$ cat src/rtl/bus_master_if_if.sv
// Handshake bundle between a pipeline memory stage, its bus master port and the arbitrated bus.
// The master modport is the bus_master_if view; slave is the pipeline/arbiter/slave side.
interface bus_master_if_if #(
  parameter int ADDR_W = 30,
  parameter int DATA_W = 32
);
  logic              cpu_req;
  logic              cpu_rw;
  logic [ADDR_W-1:0] cpu_addr;
  logic [DATA_W-1:0] cpu_wr_data;
  logic [DATA_W-1:0] cpu_rd_data;
  logic              busy;
  logic              bus_req_;
  logic              bus_grnt_;
  logic              bus_as_;
  logic              bus_rw;
  logic [ADDR_W-1:0] bus_addr;
  logic [DATA_W-1:0] bus_wr_data;
  logic [DATA_W-1:0] bus_rd_data;
  logic              bus_rdy_;

  modport master (
    input  cpu_req, cpu_rw, cpu_addr, cpu_wr_data, bus_grnt_, bus_rd_data, bus_rdy_,
    output cpu_rd_data, busy, bus_req_, bus_as_, bus_rw, bus_addr, bus_wr_data
  );

  modport slave (
    output cpu_req, cpu_rw, cpu_addr, cpu_wr_data, bus_grnt_, bus_rd_data, bus_rdy_,
    input  cpu_rd_data, busy, bus_req_, bus_as_, bus_rw, bus_addr, bus_wr_data
  );
endinterface

$ cat src/rtl/bus_master_if.sv
// Requesting end of the arbitrated bus: takes one single-word access from a pipeline stage,
// wins the bus, runs one strobed address/data transfer and hands read data back.
//
// state  | meaning
// IDLE   | no access in flight; a cpu_req latches the request
// REQ    | bus_req_ asserted, waiting for grant
// ACCESS | owning the bus, address/data driven, waiting for bus_rdy_
// DONE   | bus released, result valid, pipeline allowed to advance
module bus_master_if #(
  parameter int ADDR_W = 30,
  parameter int DATA_W = 32
) (
  input logic            clk,
  input logic            reset_,
  bus_master_if_if.master bif
);

  typedef enum logic [1:0] {
    IDLE   = 2'd0,
    REQ    = 2'd1,
    ACCESS = 2'd2,
    DONE   = 2'd3
  } state_t;

  state_t            state;
  logic [ADDR_W-1:0] addr_q;
  logic              rw_q;
  logic [DATA_W-1:0] data_q;

  assign bif.busy = ((state == IDLE) && bif.cpu_req) || (state == REQ) || (state == ACCESS);

  always_ff @(posedge clk or negedge reset_) begin
    if (!reset_) begin
      state           <= IDLE;
      addr_q          <= '0;
      rw_q            <= 1'b0;
      data_q          <= '0;
      bif.cpu_rd_data <= '0;
      bif.bus_req_    <= 1'b1;
      bif.bus_as_     <= 1'b1;
      bif.bus_rw      <= 1'b1;
      bif.bus_addr    <= '0;
      bif.bus_wr_data <= '0;
    end else begin
      case (state)
        IDLE: begin
          if (bif.cpu_req) begin
            addr_q       <= bif.cpu_addr;
            rw_q         <= bif.cpu_rw;
            data_q       <= bif.cpu_wr_data;
            bif.bus_req_ <= 1'b0;
            state        <= REQ;
          end
        end
        REQ: begin
          // Grant is only honoured here, so a default-owner grant while idle is harmless.
          if (!bif.bus_grnt_) begin
            bif.bus_as_     <= 1'b0;
            bif.bus_addr    <= addr_q;
            bif.bus_rw      <= rw_q;
            bif.bus_wr_data <= data_q;
            state           <= ACCESS;
          end
        end
        ACCESS: begin
          bif.bus_as_ <= 1'b1;
          if (!bif.bus_rdy_) begin
            if (rw_q) begin
              bif.cpu_rd_data <= bif.bus_rd_data;
            end
            bif.bus_req_    <= 1'b1;
            bif.bus_addr    <= '0;
            bif.bus_rw      <= 1'b1;
            bif.bus_wr_data <= '0;
            state           <= DONE;
          end
        end
        DONE: begin
          // cpu_req still holds the finished request here; only IDLE may start a new one.
          state <= IDLE;
        end
        default: begin
          state <= IDLE;
        end
      endcase
    end
  end

endmodule

$ cat src/flat_wrapper.sv
// flat-port wrapper written by rule: the top's interface ports become plain ports
module bus_master_if_flat 
#(
  parameter int ADDR_W = 30,
  parameter int DATA_W = 32
)
  (clk, reset_, bif_cpu_req, bif_cpu_rw, bif_cpu_addr, bif_cpu_wr_data, bif_bus_grnt_, bif_bus_rd_data, bif_bus_rdy_, bif_cpu_rd_data, bif_busy, bif_bus_req_, bif_bus_as_, bif_bus_rw, bif_bus_addr, bif_bus_wr_data);
  bus_master_if_if #(.ADDR_W(ADDR_W), .DATA_W(DATA_W)) bif_i ();
  input logic clk;
  input logic reset_;
  input wire logic [$bits(bif_i.cpu_req)-1:0] bif_cpu_req;
  input wire logic [$bits(bif_i.cpu_rw)-1:0] bif_cpu_rw;
  input wire logic [$bits(bif_i.cpu_addr)-1:0] bif_cpu_addr;
  input wire logic [$bits(bif_i.cpu_wr_data)-1:0] bif_cpu_wr_data;
  input wire logic [$bits(bif_i.bus_grnt_)-1:0] bif_bus_grnt_;
  input wire logic [$bits(bif_i.bus_rd_data)-1:0] bif_bus_rd_data;
  input wire logic [$bits(bif_i.bus_rdy_)-1:0] bif_bus_rdy_;
  output wire logic [$bits(bif_i.cpu_rd_data)-1:0] bif_cpu_rd_data;
  output wire logic [$bits(bif_i.busy)-1:0] bif_busy;
  output wire logic [$bits(bif_i.bus_req_)-1:0] bif_bus_req_;
  output wire logic [$bits(bif_i.bus_as_)-1:0] bif_bus_as_;
  output wire logic [$bits(bif_i.bus_rw)-1:0] bif_bus_rw;
  output wire logic [$bits(bif_i.bus_addr)-1:0] bif_bus_addr;
  output wire logic [$bits(bif_i.bus_wr_data)-1:0] bif_bus_wr_data;
  assign bif_i.cpu_req = bif_cpu_req;
  assign bif_i.cpu_rw = bif_cpu_rw;
  assign bif_i.cpu_addr = bif_cpu_addr;
  assign bif_i.cpu_wr_data = bif_cpu_wr_data;
  assign bif_i.bus_grnt_ = bif_bus_grnt_;
  assign bif_i.bus_rd_data = bif_bus_rd_data;
  assign bif_i.bus_rdy_ = bif_bus_rdy_;
  assign bif_cpu_rd_data = bif_i.cpu_rd_data;
  assign bif_busy = bif_i.busy;
  assign bif_bus_req_ = bif_i.bus_req_;
  assign bif_bus_as_ = bif_i.bus_as_;
  assign bif_bus_rw = bif_i.bus_rw;
  assign bif_bus_addr = bif_i.bus_addr;
  assign bif_bus_wr_data = bif_i.bus_wr_data;
  bus_master_if #(.ADDR_W(ADDR_W), .DATA_W(DATA_W)) u_core (.clk(clk), .reset_(reset_), .bif(bif_i));
endmodule
$ cat config.mk
export PLATFORM = sky130hd
export DESIGN_NAME = bus_master_if_flat
export DESIGN_NICKNAME = d
export VERILOG_FILES = /design/src/rtl/bus_master_if_if.sv /design/src/rtl/bus_master_if.sv /design/src/flat_wrapper.sv
export SDC_FILE = /design/constraint.sdc
export NUM_CORES = 1
export LEC_CHECK = 0
export BUFFER_PORTS_ARGS = -buffer_cell sky130_fd_sc_hd__buf_2
export CORE_MARGIN = 1
export CORE_UTILIZATION = 45
export CTS_CLUSTER_DIAMETER = 50
export CTS_CLUSTER_SIZE = 25
export DETAILED_ROUTE_END_ITERATION = 8
export MAX_ROUTING_LAYER = met4
export PLACE_DENSITY = 0.74
export SYNTH_ARGS = -nofsm -noshare
export SYNTH_HDL_FRONTEND = slang
export SYNTH_SLANG_ARGS = --single-unit
export TNS_END_PERCENT = 1
$ cat constraint.sdc
create_clock -name clk -period 1.8 [get_ports clk]
set_clock_uncertainty 0.15 [all_clocks]
set_input_delay 0.54 -clock clk [delete_from_list [all_inputs] [get_ports clk]]
set_output_delay 0.54 -clock clk [all_outputs]
set_load 0.02 [all_outputs]
* Yosys cells after proc, flatten, opt, wreduce, memory -nomap -nowiden
Index checks and enable logic that the tools add are counted.
Cells by class: add/sub/neg operators 0, multiply operators 0, div/mod/pow operators 0, $lt $le $gt $ge 0, equality and inequality tests 6, shifts and indexed selects 0, multiplexer cells 17, bitwise logic cells 1, reduce and logical (&&, ||, !) cells 12
Operator list (count):
- $mux 32 | 2
- $pmux 32 s2 | 1
- $mux 30 | 2
- $pmux 30 s2 | 1
- $reduce_and 3->1 | 4
- $pmux 2 s4 | 1
- $mux 2 | 3
- $ne 2x2->1 const B | 3
- $pmux 1 s2 | 3
- $eq 2x2->1 const B | 2
- $mux 1 | 4
- $reduce_and 2->1 | 2
- $reduce_bool 2->1 | 2
- $eq 2x1->1 const B | 1
- $logic_not 2->1 | 1
- $logic_or 1x1->1 | 2
- $logic_and 1x1->1 | 1
- $not 1->1 | 1
Storage, ports and cells: register bits after elaboration 162, latch bits 0, memory bits (writable) 0, memory bits (read-only) 0, input bits 100, word-level logic and storage cells 46, memories 0

* Logic depth before layout (Yosys ltp)
depth after elaboration 4, depth in mapped cells 7

* Worst setup path after synthesis
OpenSTA, ideal clock, no wires.
path type reg2out, start point register u_core.state[0], end point output bif_busy, arrival time 1.321 ns, required time 1.110 ns, slack -0.211 ns, stages on the path, launching flop included 7, path buffers 2, cells stage by stage dfrtp_1 > inv_1 > ha_1 > buf_4 > buf_2 > nor2_1 > nand2_1
On the way: word-level cells in the longest chain between the ends 4, elaborated cells between the ends (all ways) 6
Ends and longest elaborated chain:
- start: declaration | line bus_master_if.sv:25 | state_t state;
- start signal: assignment | line bus_master_if.sv:34 | state <= IDLE;
- start signal: assignment | line bus_master_if.sv:52 | state <= REQ;
- start signal: assignment | line bus_master_if.sv:62 | state <= ACCESS;
- $logic_not 2->1 | line bus_master_if.sv:30 | assign bif.busy = ((state == IDLE) && bif.cpu_req) || (state == REQ) || (state == ACCESS);
- $logic_and 1x1->1 | line bus_master_if.sv:30
- $logic_or 1x1->1 | line bus_master_if.sv:30
- $logic_or 1x1->1 * | line bus_master_if.sv:30
- end: declaration | line flat_wrapper.sv:19 | output wire logic [$bits(bif_i.busy)-1:0] bif_busy;
Every way passes the cells marked *; elsewhere a longest branch is shown, timed or not.

* Final worst setup path
start point register u_core.state[1], end point output bif_busy
Same word-level chain as after synthesis.

==> results.py <==
metrics = {
    "critical_path": {
        "r2r-start": "u_core.state[1]",
        "startpoint_type": "flip-flop",
        "ff2ff_setup_slack_ns": -0.31,
        "arrival_ns": 1.47,
        "endpoint": "bif_busy",
        "r2r-end": "u_core.bif.bus_addr[22]",
        "r2r_cells": 7,
        "critPathMaxFanout": 2,
        "worstSetupEndpointType": "output pin",
        "worstSetupPathType": "reg -> out",
        "crit_path_start": "u_core.state[1]",
        "worstPathRequired_ns": 1.11,
    },
    "global_routing": {
        "grt_pass1_wl_um": 22600,
        "first_global_vias": 4410,
        "grt_usage_pct": 19.6,
        "antenna_found_initial": 0,
        "grt_max_degree": 44,
        "overflow": 0,
    },
    "final_layout": {
        "num-fill-cells": 1138,
        "final_cell_mix": "buf_2, dfrtp_1, mux2_2",
        "antenna_cells": 0,
        "multi_input_area_sq_um": 2660,
        "area_growth_pct": 32.5,
        "final_common_cell": "buf_2",
        "nets": 764,
        "fin_area_sq_um": 9000,
        "ff_latch_area_sq_um": 4060,
        "drive_gt1_share_pct": 64.6,
    },
    "cts": {
        "root_buffer": "clkbuf_16",
        "cts_sinks": 162,
        "h-tree-depth": 4,
        "numCtsBuffers": 17,
        "clk_pin_slew_worst_paths_ns": 0.07,
        "cts_buffer_depth": 2,
        "worstSkewPairLatency_ns": 0.42,
        "cts_tree": "yes",
    },
    "outcome": {
        "violations": "DRC, setup timing",
        "status": "finished, violations left",
    },
    "synth": {
        "ys_ff_latch": 162,
        "avgSynthCellArea_sq_um": 15.7,
        "yosysUniqueCellTypes": 20,
        "ys_warn_count": 0,
        "synth_area_leaders": "dfrtp_1, mux2_2, mux2_4",
        "postSynthCellCount": 434,
        "yosysTopAreaCellShare_pct": 58.6,
        "ys_seq_area_share_pct": 59.7,
        "synthesis.nets": 539,
        "yosysTopAreaCell": "dfrtp_1",
        "syn_area_sq_um": 6790,
    },
    "routing": {
        "wl_per_cell_um": 16.8,
        "drtIter0Drc": 148,
        "drt_pass1_iterations": 6,
        "route.detailed.drc": 16,
        "num_vias": 4131,
        "vias_per_cell": 4.83,
        "drt_wl_total_um": 14400,
        "ant_nets": 0,
    },
    "power_and_ir_drop": {
        "p_int_mw": 12.8,
        "ir_worst_vdd_mv": 1.04,
        "p_leak_nw": 4.47,
        "switching_power_mw": 6.75,
        "power-per-cell-area_nw_per_um2": 2170,
        "seq_power_share_pct": 32.9,
        "pwr-share-comb_pct": 48.6,
        "swShare_pct": 34.5,
        "clockPowerShare_pct": 18.5,
    },
    "sta": {
        "slew_headroom_pct": 72.9,
        "period_share_pct": 120,
        "maxSlewViolCount": 0,
        "layout_min_cycle_time_ns": 2.16,
        "hold_viol": 0,
        "setup_viol": 95,
        "worstMarginPinSlew_ns": 0.407,
        "tns_ns": -19.15,
        "fmaxAchievable_ghz": 0.464,
        "rsz0062_at_grt": "yes",
        "setup_slack_ns": -0.357,
    },
    "floorplan": {
        "dieArea_sq_um": 15600,
        "chipHeight_um": 125,
        "row_count": 44,
        "num_io_pins": 198,
        "die_x_um": 125,
        "initial_utilization_pct": 46.4,
        "coreArea_sq_um": 14600,
    },
    "placement": {
        "gp_congestion": 0.770,
        "place_area_sq_um": 8130,
        "dp_hpwl_um": 9780,
        "port_buffers": 197,
    },
    "run": {
        "maxCapViolCount": 0,
    },
    "min_path": {
        "hold_start": "bif_bus_rd_data[25]",
        "hold_class": "in -> reg",
    },
}
-- worst max-delay path: stages (launching register included) --
cell and delay, ns:
dfrtp_1 0.40, buf_6 0.13, ha_4 0.15, buf_6 0.12, nor2_4 0.07, nand2_2 0.05, buf_6 0.13
-- metrics by stage --
stage	hold slack (ns)	total power, mW	worst slack (ns)	utilization (%)	instances
after floorplan	0.0944	13.0	-0.0149	-	434
after global placement	0.300	14.9	-0.124	55.5	810
after detailed placement	0.298	15.3	-0.152	55.5	810
after CTS	0.173	19.2	-0.320	60.6	851
after global routing	0.180	20.6	-0.400	61.5	856
final	0.191	19.6	-0.357	61.5	856
-- repair_timing --
action / in CTS / in global routing
endpoints found under the setup margin: 66 / 124
pin swaps: 4 / 1
hold buffers: 1 / 0
resized for setup: 17 / 7
buffers inserted: 8 / 1
gates cloned: 0 / 4
endpoints found under the hold margin: 27 / 0
-- Yosys cell counts --
library cell and n:
a31oi_1 1, buf_4 1, o21a_1 1, nor2_1 4
a21oi_1 3, buf_6 7, nand3_1 1, buf_2 11
mux2_4 59, mux2_2 99, a22oi_2 1, clkbuf_1 5
inv_1 5, nor2b_1 62, dfstp_2 3, ha_1 5
dfrtp_1 159, nand2_1 3, mux2i_1 2, nand2b_1 2
-- per-layer routing --
metal	wire, um	part of all wire (%)	track usage, %
met5	0	0	-
met3	518	3.6	4.42
met1	6070	42	22.5
met4	231	1.6	7.75
met2	7580	53	33.4
-- logic make-up after synthesis --
group / Yosys count / synth area share [%]
AND/OR/NAND/NOR: 72 / 6.35
AO/OA/AOI/OAI: 6 / 0.608
adder cells (fa/ha/maj): 5 / 0.921
flip-flops: 162 / 59.7
multiplexers: 160 / 29.7
buffers and inverters: 29 / 2.63
-- power groups by stage --
stage / registers (mW) / clock network, mW / logic, mW
after global routing: 6.64 / 3.85 / 10.1
after floorplan: 7.59 / 0 / 5.41
after CTS: 6.44 / 3.69 / 9.10
after global placement: 6.39 / 0 / 8.51
final: 6.44 / 3.62 / 9.49
after detailed placement: 6.47 / 0 / 8.82
-- cell type report --
| cell class | count | share of cell area [%] |
|---|---|---|
| timing repair buffer | 230 | 16.0 |
| clock inverter | 14 | 1.74 |
| sequential | 162 | 45.1 |
| inverter | 5 | 0.209 |
| clock buffer | 18 | 4.88 |
| tap | 184 | 2.56 |
| multi-input combinational | 243 | 29.5 |
-- worst min-delay path by stage --
stage	end	cells after the start	slack [ns]
floorplan	u_core.addr_q[0]	0	0.09
finish	u_core.bif.cpu_rd_data[25]	2	0.19
CTS	u_core.bif.cpu_rd_data[26]	2	0.17
detailed placement	u_core.bif.cpu_rd_data[31]	1	0.30
global route	u_core.addr_q[20]	2	0.18
global placement	u_core.bif.cpu_rd_data[6]	1	0.30
-- state kept, by name, summed over array words and instances, names as in the netlist --
name                    count
u_core.bif.bus_wr_data     32
u_core.bif.bus_as_          1
u_core.bif.bus_req_         1
u_core.bif.cpu_rd_data     32
u_core.bif.bus_rw           1
u_core.data_q              32
u_core.rw_q                 1
u_core.addr_q              30
u_core.bif.bus_addr        30
u_core.state                2
(Power assumes the default switching activity.)
